<file path="config.mk">
export PLATFORM = sky130hd
export DESIGN_NAME = instruction_memory_sync
export DESIGN_NICKNAME = d
export VERILOG_FILES = /design/src/rtl/imem_pkg.sv /design/src/rtl/imem_array.sv /design/src/rtl/instruction_memory_sync.sv
export SDC_FILE = /design/constraint.sdc
export NUM_CORES = 2
export LEC_CHECK = 0
export ABC_CLOCK_PERIOD_IN_PS = 4960
export CAP_MARGIN = 10
export CORE_AREA = 3 3 451 453
export CTS_CLUSTER_SIZE = 16
export DETAILED_ROUTE_END_ITERATION = 16
export DIE_AREA = 0 0 454 456
export GPL_ROUTABILITY_DRIVEN = 0
export PLACE_DENSITY = 0.61
export SYNTH_ARGS = -nofsm -noshare
export SYNTH_HDL_FRONTEND = slang
export SYNTH_SLANG_ARGS = --single-unit
</file>
<file path="constraint.sdc">
create_clock -name clk -period 4.96 [get_ports clk]
set_clock_uncertainty 0.1 [all_clocks]
set_input_delay 0.496 -clock clk [delete_from_list [all_inputs] [get_ports clk]]
set_output_delay 0.496 -clock clk [all_outputs]
set_load 0.03 [all_outputs]
</file>
<file path="src/rtl/imem_pkg.sv">
// Shared types and helpers for the synchronous instruction memory.
// Holds the mode-FSM state encoding and the byte-PC to word-index helper.
package imem_pkg;

    localparam logic [31:0] NOP_DEFAULT = 32'h0000_0000;
    localparam int          PC_MAX_W    = 64;

    typedef enum logic [1:0] {
        RUN   = 2'd0,
        LOAD  = 2'd1,
        DRAIN = 2'd2
    } imem_state_t;

    // PCs are widened to PC_MAX_W first so one helper serves any ADDR_W up to 64.
    function automatic logic [PC_MAX_W-1:0] word_index(input logic [PC_MAX_W-1:0] pc);
        return {2'b00, pc[PC_MAX_W-1:2]};
    endfunction

endpackage

</file>
<file path="src/rtl/imem_array.sv">
// Single-write, single-synchronous-read instruction storage without reset.
// The read register only updates when re is high, so it holds across stalls.
module imem_array
    import imem_pkg::*;
#(
    parameter int DATA_W = 32,
    parameter int DEPTH  = 64,
    parameter int AW     = $clog2(DEPTH)
) (
    input  logic              clk,
    input  logic              we,
    input  logic [AW-1:0]     waddr,
    input  logic [DATA_W-1:0] wdata,
    input  logic              re,
    input  logic [AW-1:0]     raddr,
    output logic [DATA_W-1:0] rdata
);

    logic [DATA_W-1:0] mem [DEPTH];

    always_ff @(posedge clk) begin
        if (we) begin
            mem[waddr] <= wdata;
        end
    end

    always_ff @(posedge clk) begin
        if (re) begin
            rdata <= mem[raddr];
        end
    end

endmodule

</file>
<file path="src/rtl/instruction_memory_sync.sv">
// Fetch-stage instruction memory: registered read, stall/flush, fault flags,
// and an in-system program-load port gated by a RUN/LOAD/DRAIN mode machine.
module instruction_memory_sync
    import imem_pkg::*;
#(
    parameter int                DATA_W    = 32,
    parameter int                ADDR_W    = 32,
    parameter int                DEPTH     = 64,
    parameter logic [DATA_W-1:0] NOP_INSTR = DATA_W'(NOP_DEFAULT)
) (
    input  logic                     clk,
    input  logic                     reset,
    input  logic [ADDR_W-1:0]        pc_i,
    input  logic                     rd_en,
    input  logic                     stall,
    input  logic                     flush,
    input  logic                     ld_en,
    input  logic                     ld_we,
    input  logic [$clog2(DEPTH)-1:0] ld_addr,
    input  logic [DATA_W-1:0]        ld_data,
    output logic [DATA_W-1:0]        instr_o,
    output logic                     instr_valid,
    output logic                     fault_misaligned,
    output logic                     fault_range,
    output logic                     ld_busy,
    output logic [$clog2(DEPTH):0]   ld_count
);

    localparam int AW = $clog2(DEPTH);
    localparam int CW = AW + 1;

    imem_state_t         state;
    imem_state_t         state_next;
    logic [PC_MAX_W-1:0] pc_ext;
    logic [PC_MAX_W-1:0] word_idx;
    logic                misaligned;
    logic                out_of_range;
    logic                valid_next;
    logic                fm_next;
    logic                fr_next;
    logic                rd_fire;
    logic                mem_we;
    logic                mem_re;
    logic [DATA_W-1:0]   mem_rdata;

    assign pc_ext       = PC_MAX_W'(pc_i);
    assign word_idx     = word_index(pc_ext);
    assign misaligned   = (pc_i[1:0] != 2'b00);
    assign out_of_range = (word_idx >= PC_MAX_W'(DEPTH));

    // Mode transitions plus the RUN-state fetch priority: flush, stall, faults, read.
    always_comb begin
        state_next = state;
        valid_next = 1'b0;
        fm_next    = 1'b0;
        fr_next    = 1'b0;
        rd_fire    = 1'b0;
        case (state)
            RUN: begin
                if (ld_en) begin
                    state_next = LOAD;
                end else if (flush) begin
                    valid_next = 1'b0;
                end else if (stall) begin
                    valid_next = instr_valid;
                    fm_next    = fault_misaligned;
                    fr_next    = fault_range;
                end else if (rd_en) begin
                    if (misaligned) begin
                        fm_next = 1'b1;
                    end else if (out_of_range) begin
                        fr_next = 1'b1;
                    end else begin
                        rd_fire    = 1'b1;
                        valid_next = 1'b1;
                    end
                end
            end
            LOAD: begin
                if (!ld_en) begin
                    state_next = DRAIN;
                end
            end
            DRAIN: begin
                state_next = RUN;
            end
            default: begin
                state_next = RUN;
            end
        endcase
    end

    always_ff @(posedge clk) begin
        if (reset) begin
            state            <= RUN;
            instr_valid      <= 1'b0;
            fault_misaligned <= 1'b0;
            fault_range      <= 1'b0;
        end else begin
            state            <= state_next;
            instr_valid      <= valid_next;
            fault_misaligned <= fm_next;
            fault_range      <= fr_next;
        end
    end

    // Counts accepted load writes since entering LOAD; sticks at DEPTH.
    always_ff @(posedge clk) begin
        if (reset) begin
            ld_count <= '0;
        end else if (state == RUN && ld_en) begin
            ld_count <= '0;
        end else if (mem_we && ld_count != CW'(DEPTH)) begin
            ld_count <= ld_count + CW'(1);
        end
    end

    assign mem_we = (state == LOAD) && ld_en && ld_we && !reset;
    assign mem_re = rd_fire && !reset;

    imem_array #(
        .DATA_W (DATA_W),
        .DEPTH  (DEPTH),
        .AW     (AW)
    ) u_array (
        .clk   (clk),
        .we    (mem_we),
        .waddr (ld_addr),
        .wdata (ld_data),
        .re    (mem_re),
        .raddr (word_idx[AW-1:0]),
        .rdata (mem_rdata)
    );

    // The array's read register is only trusted while instr_valid is set.
    assign instr_o = instr_valid ? mem_rdata : NOP_INSTR;
    assign ld_busy = (state != RUN);

endmodule

</file>
==> results.cfg <==
[outcome]
status = complete, no violations

[logic_synthesis]
synthFlopType = sky130_fd_sc_hd__edfxtp_1
mappedNetlistNets = 3573
syn-mean-instance-area_um2 = 22.9
syn-instance-count = 3494
number_of_synthesized_register_bits = 2092
synthArstFlopShare = 0
mappedNetlistArea_um2 = 79900
synth_sequential_area_ratio = 0.785
post_synth_num_cell_types = 52
synth_edf_count = 2080
ys.warnings.count = 0

[finish]
area.growth.synth_to_final_pct = 14.7
layout.cells.most_common = sky130_fd_sc_hd__edfxtp_1
layout.cells.most_common_list = 2080 x sky130_fd_sc_hd__edfxtp_1, 487 x sky130_fd_sc_hd__mux4_2, 203 x sky130_fd_sc_hd__clkbuf_16, 164 x sky130_fd_sc_hd__buf_4, 143 x sky130_fd_sc_hd__mux2i_1
drive_above_1_share = 0.268
layout.nets = 3904
utilization = 0.459
multi_input_comb_area_um2 = 16700
final_cell_count_no_fill = 6655
filler_cell_count = 16400
final-seq-area_um2 = 62700

[cts]
cts_setup_buffers = 0
quantity_of_gates_resized_following_cts = 0
numCtsBuffers = 201
ctsHoldBuffers = 4
clock_tree.htree_level_count = 4
clock_insertion_delay_worst_skew_ns = 0.82
cts_num_sinks = 2092
cts_tree = done
ctsLongestPathBuffers = 3
clk_transition_reported_paths_ns = 0.06
cts_root_buf = sky130_fd_sc_hd__clkbuf_16

[power]
p_leak_nw = 28.4
power_density_nw_per_um2 = 386
worst_ir_drop_vdd_mv = 0.352
design_power_total_mw = 35.4

[drt]
route.antenna.remaining_nets = 0
routedWlPerCell_um = 29.3
drc = 0
detail_route.first_pass.iterations = 6
count_of_routing_violations_after_the_opening_detailed_route_iteration = 4273
vias_per_cell = 5.64
vias = 37500
totalWireLength_mm = 195

[sta]
timing_max_transition_violations_final = 0
fmax_mhz = 289
relSlewSlack = 0.259
grt_setup_unrepaired = no
layout_min_cycle_time_ns = 3.46
final_critical_path_share_of_the_clock_period = 0.697
final.setup.tns_ns = 0
postLayoutSetupSlackWorst_ns = 1.50
worst_pin_slew_ns = 1.11
report.final.hold_viol_count = 0
setup_viol_count_final = 0

[floorplanning]
die_width_um = 454
core_area_um2 = 200000
initial_core_util = 0.400
ioPinCount = 120
dieHeight_um = 456
rows = 164
die_area_um2 = 207000

[place]
number_of_placed_cells_counting_well_taps = 6268
pre_cts_ws_ns = 0.805
numPortBuffers = 119
detailed_place_hpwl_mm = 116

[grt]
grt_first_pass_wirelength_mm = 279
number_of_global_route_vias_before_repair = 38100
grt_start_max_net_pins = 69
overflow = 0
grt_usage = 0.187
antenna_found_initial = 18

[worst_setup_path]
start_kind = flip-flop
worst_r2r_path_depth = 7
kind_of_end_point_of_the_critical_path = flip-flop
critPathRequiredTime_ns = 5.30
worst_ep_arrival_time_ns = 3.80
crit_fanout = 32
worstSetupPathType = reg -> reg

[hold_path]
hold_class = in -> reg
timing.hold.worst_path_depth = 1

[flow_run]
cap_viol_max_count = 0
-- final timing paths --
kind | from | to | slack (ns)
setup / recovery | state[1]$_SDFFE_PP0P_ | u_array.mem[40][25]$_DFFE_PP_ | 1.50
hold reg to reg | fault_range$_SDFFE_PP0N_ | fault_range$_SDFFE_PP0N_ | 0.36
setup reg to reg | state[1]$_SDFFE_PP0P_ | u_array.mem[40][25]$_DFFE_PP_ | 1.50
hold / removal | ld_data[0] | u_array.mem[52][0]$_DFFE_PP_ | 0.03
-- synthesized netlist by cell type, drive strengths merged, types with 12 or more instances --
cell type | number | area share
a211oi | 19 | 0.0018
a21oi | 24 | 0.0015
a221oi | 41 | 0.0049
a22o | 28 | 0.0031
a22oi | 66 | 0.0062
and2 | 37 | 0.0029
buf | 119 | 0.0090
clkbuf | 71 | 0.0033
dfxtp | 12 | 0.0030
edfxtp | 2080 | 0.78
mux2 | 22 | 0.0031
mux2i | 143 | 0.018
mux4 | 487 | 0.14
nand2 | 39 | 0.0018
nand2b | 15 | 0.0012
nor2 | 93 | 0.0044
nor2b | 17 | 0.0013
o21ai | 22 | 0.0014
o221ai | 12 | 0.0013
o22ai | 38 | 0.0030
or3 | 12 | 0.00094
-- final cells by class --
type	instances	share of cell area
Sequential cell	2092	0.684
Tap cell	2656	0.0363
Timing Repair Buffer	318	0.0318
Clock buffer	263	0.0579
Inverter	5	0.000205
Multi-Input combinational cell	1207	0.182
Clock inverter	109	0.00759
Antenna cell	5	0.000137
-- cells by family after synthesis --
| family | after synthesis | synth area share |
|---|---|---|
| and+or+nand+nor | 261 | 0.0163 |
| muxes | 652 | 0.158 |
| xor gates and xnor gates | 5 | 0.000548 |
| adders and majority gates | 2 | 0.000313 |
| DFF | 2092 | 0.785 |
| AOI/OAI and AO/OA | 287 | 0.0269 |
| buffers and inverters | 195 | 0.0126 |
-- power by group --
group	switching [mW]	total, mW	internal (mW)
Sequential	0.00195	19.4	19.4
Clock	6.34	14.2	7.86
Combinational	1.09	1.72	0.630
-- stage by stage --
stage          area, um2  hold slack [ns]
5_1_grt            91600          0.00499
3_3_place_gp       85500            0.339
2_1_floorplan      79900            0.320
4_1_cts            91500           0.0874
6_report           91600           0.0281
3_5_place_dp       85500            0.350
-- worst max-delay path, cell delays in order, from the launching register on --
cell and delay, ns:
sky130_fd_sc_hd__dfxtp_1 0.33, sky130_fd_sc_hd__nor3b_1 0.31, sky130_fd_sc_hd__and3_1 0.24, sky130_fd_sc_hd__nor2b_1 0.44, sky130_fd_sc_hd__nand2_1 0.68, sky130_fd_sc_hd__buf_4 0.40, sky130_fd_sc_hd__nor2_4 0.10, sky130_fd_sc_hd__buf_4 0.45
-- flip-flops by register name, indices dropped and copies added, names as in the netlist --
register / cells
instr_valid: 1
u_array.rdata: 32
fault_misaligned: 1
ld_count: 7
u_array.mem: 2048
state: 2
fault_range: 1
-- layer usage --
metal	share of wire	GRT usage
met5	0.0012	0.00933
met4	0.022	0.0446
met3	0.082	0.0480
met2	0.48	0.293
met1	0.41	0.263
Note: power is estimated with default switching activity, not from simulation.
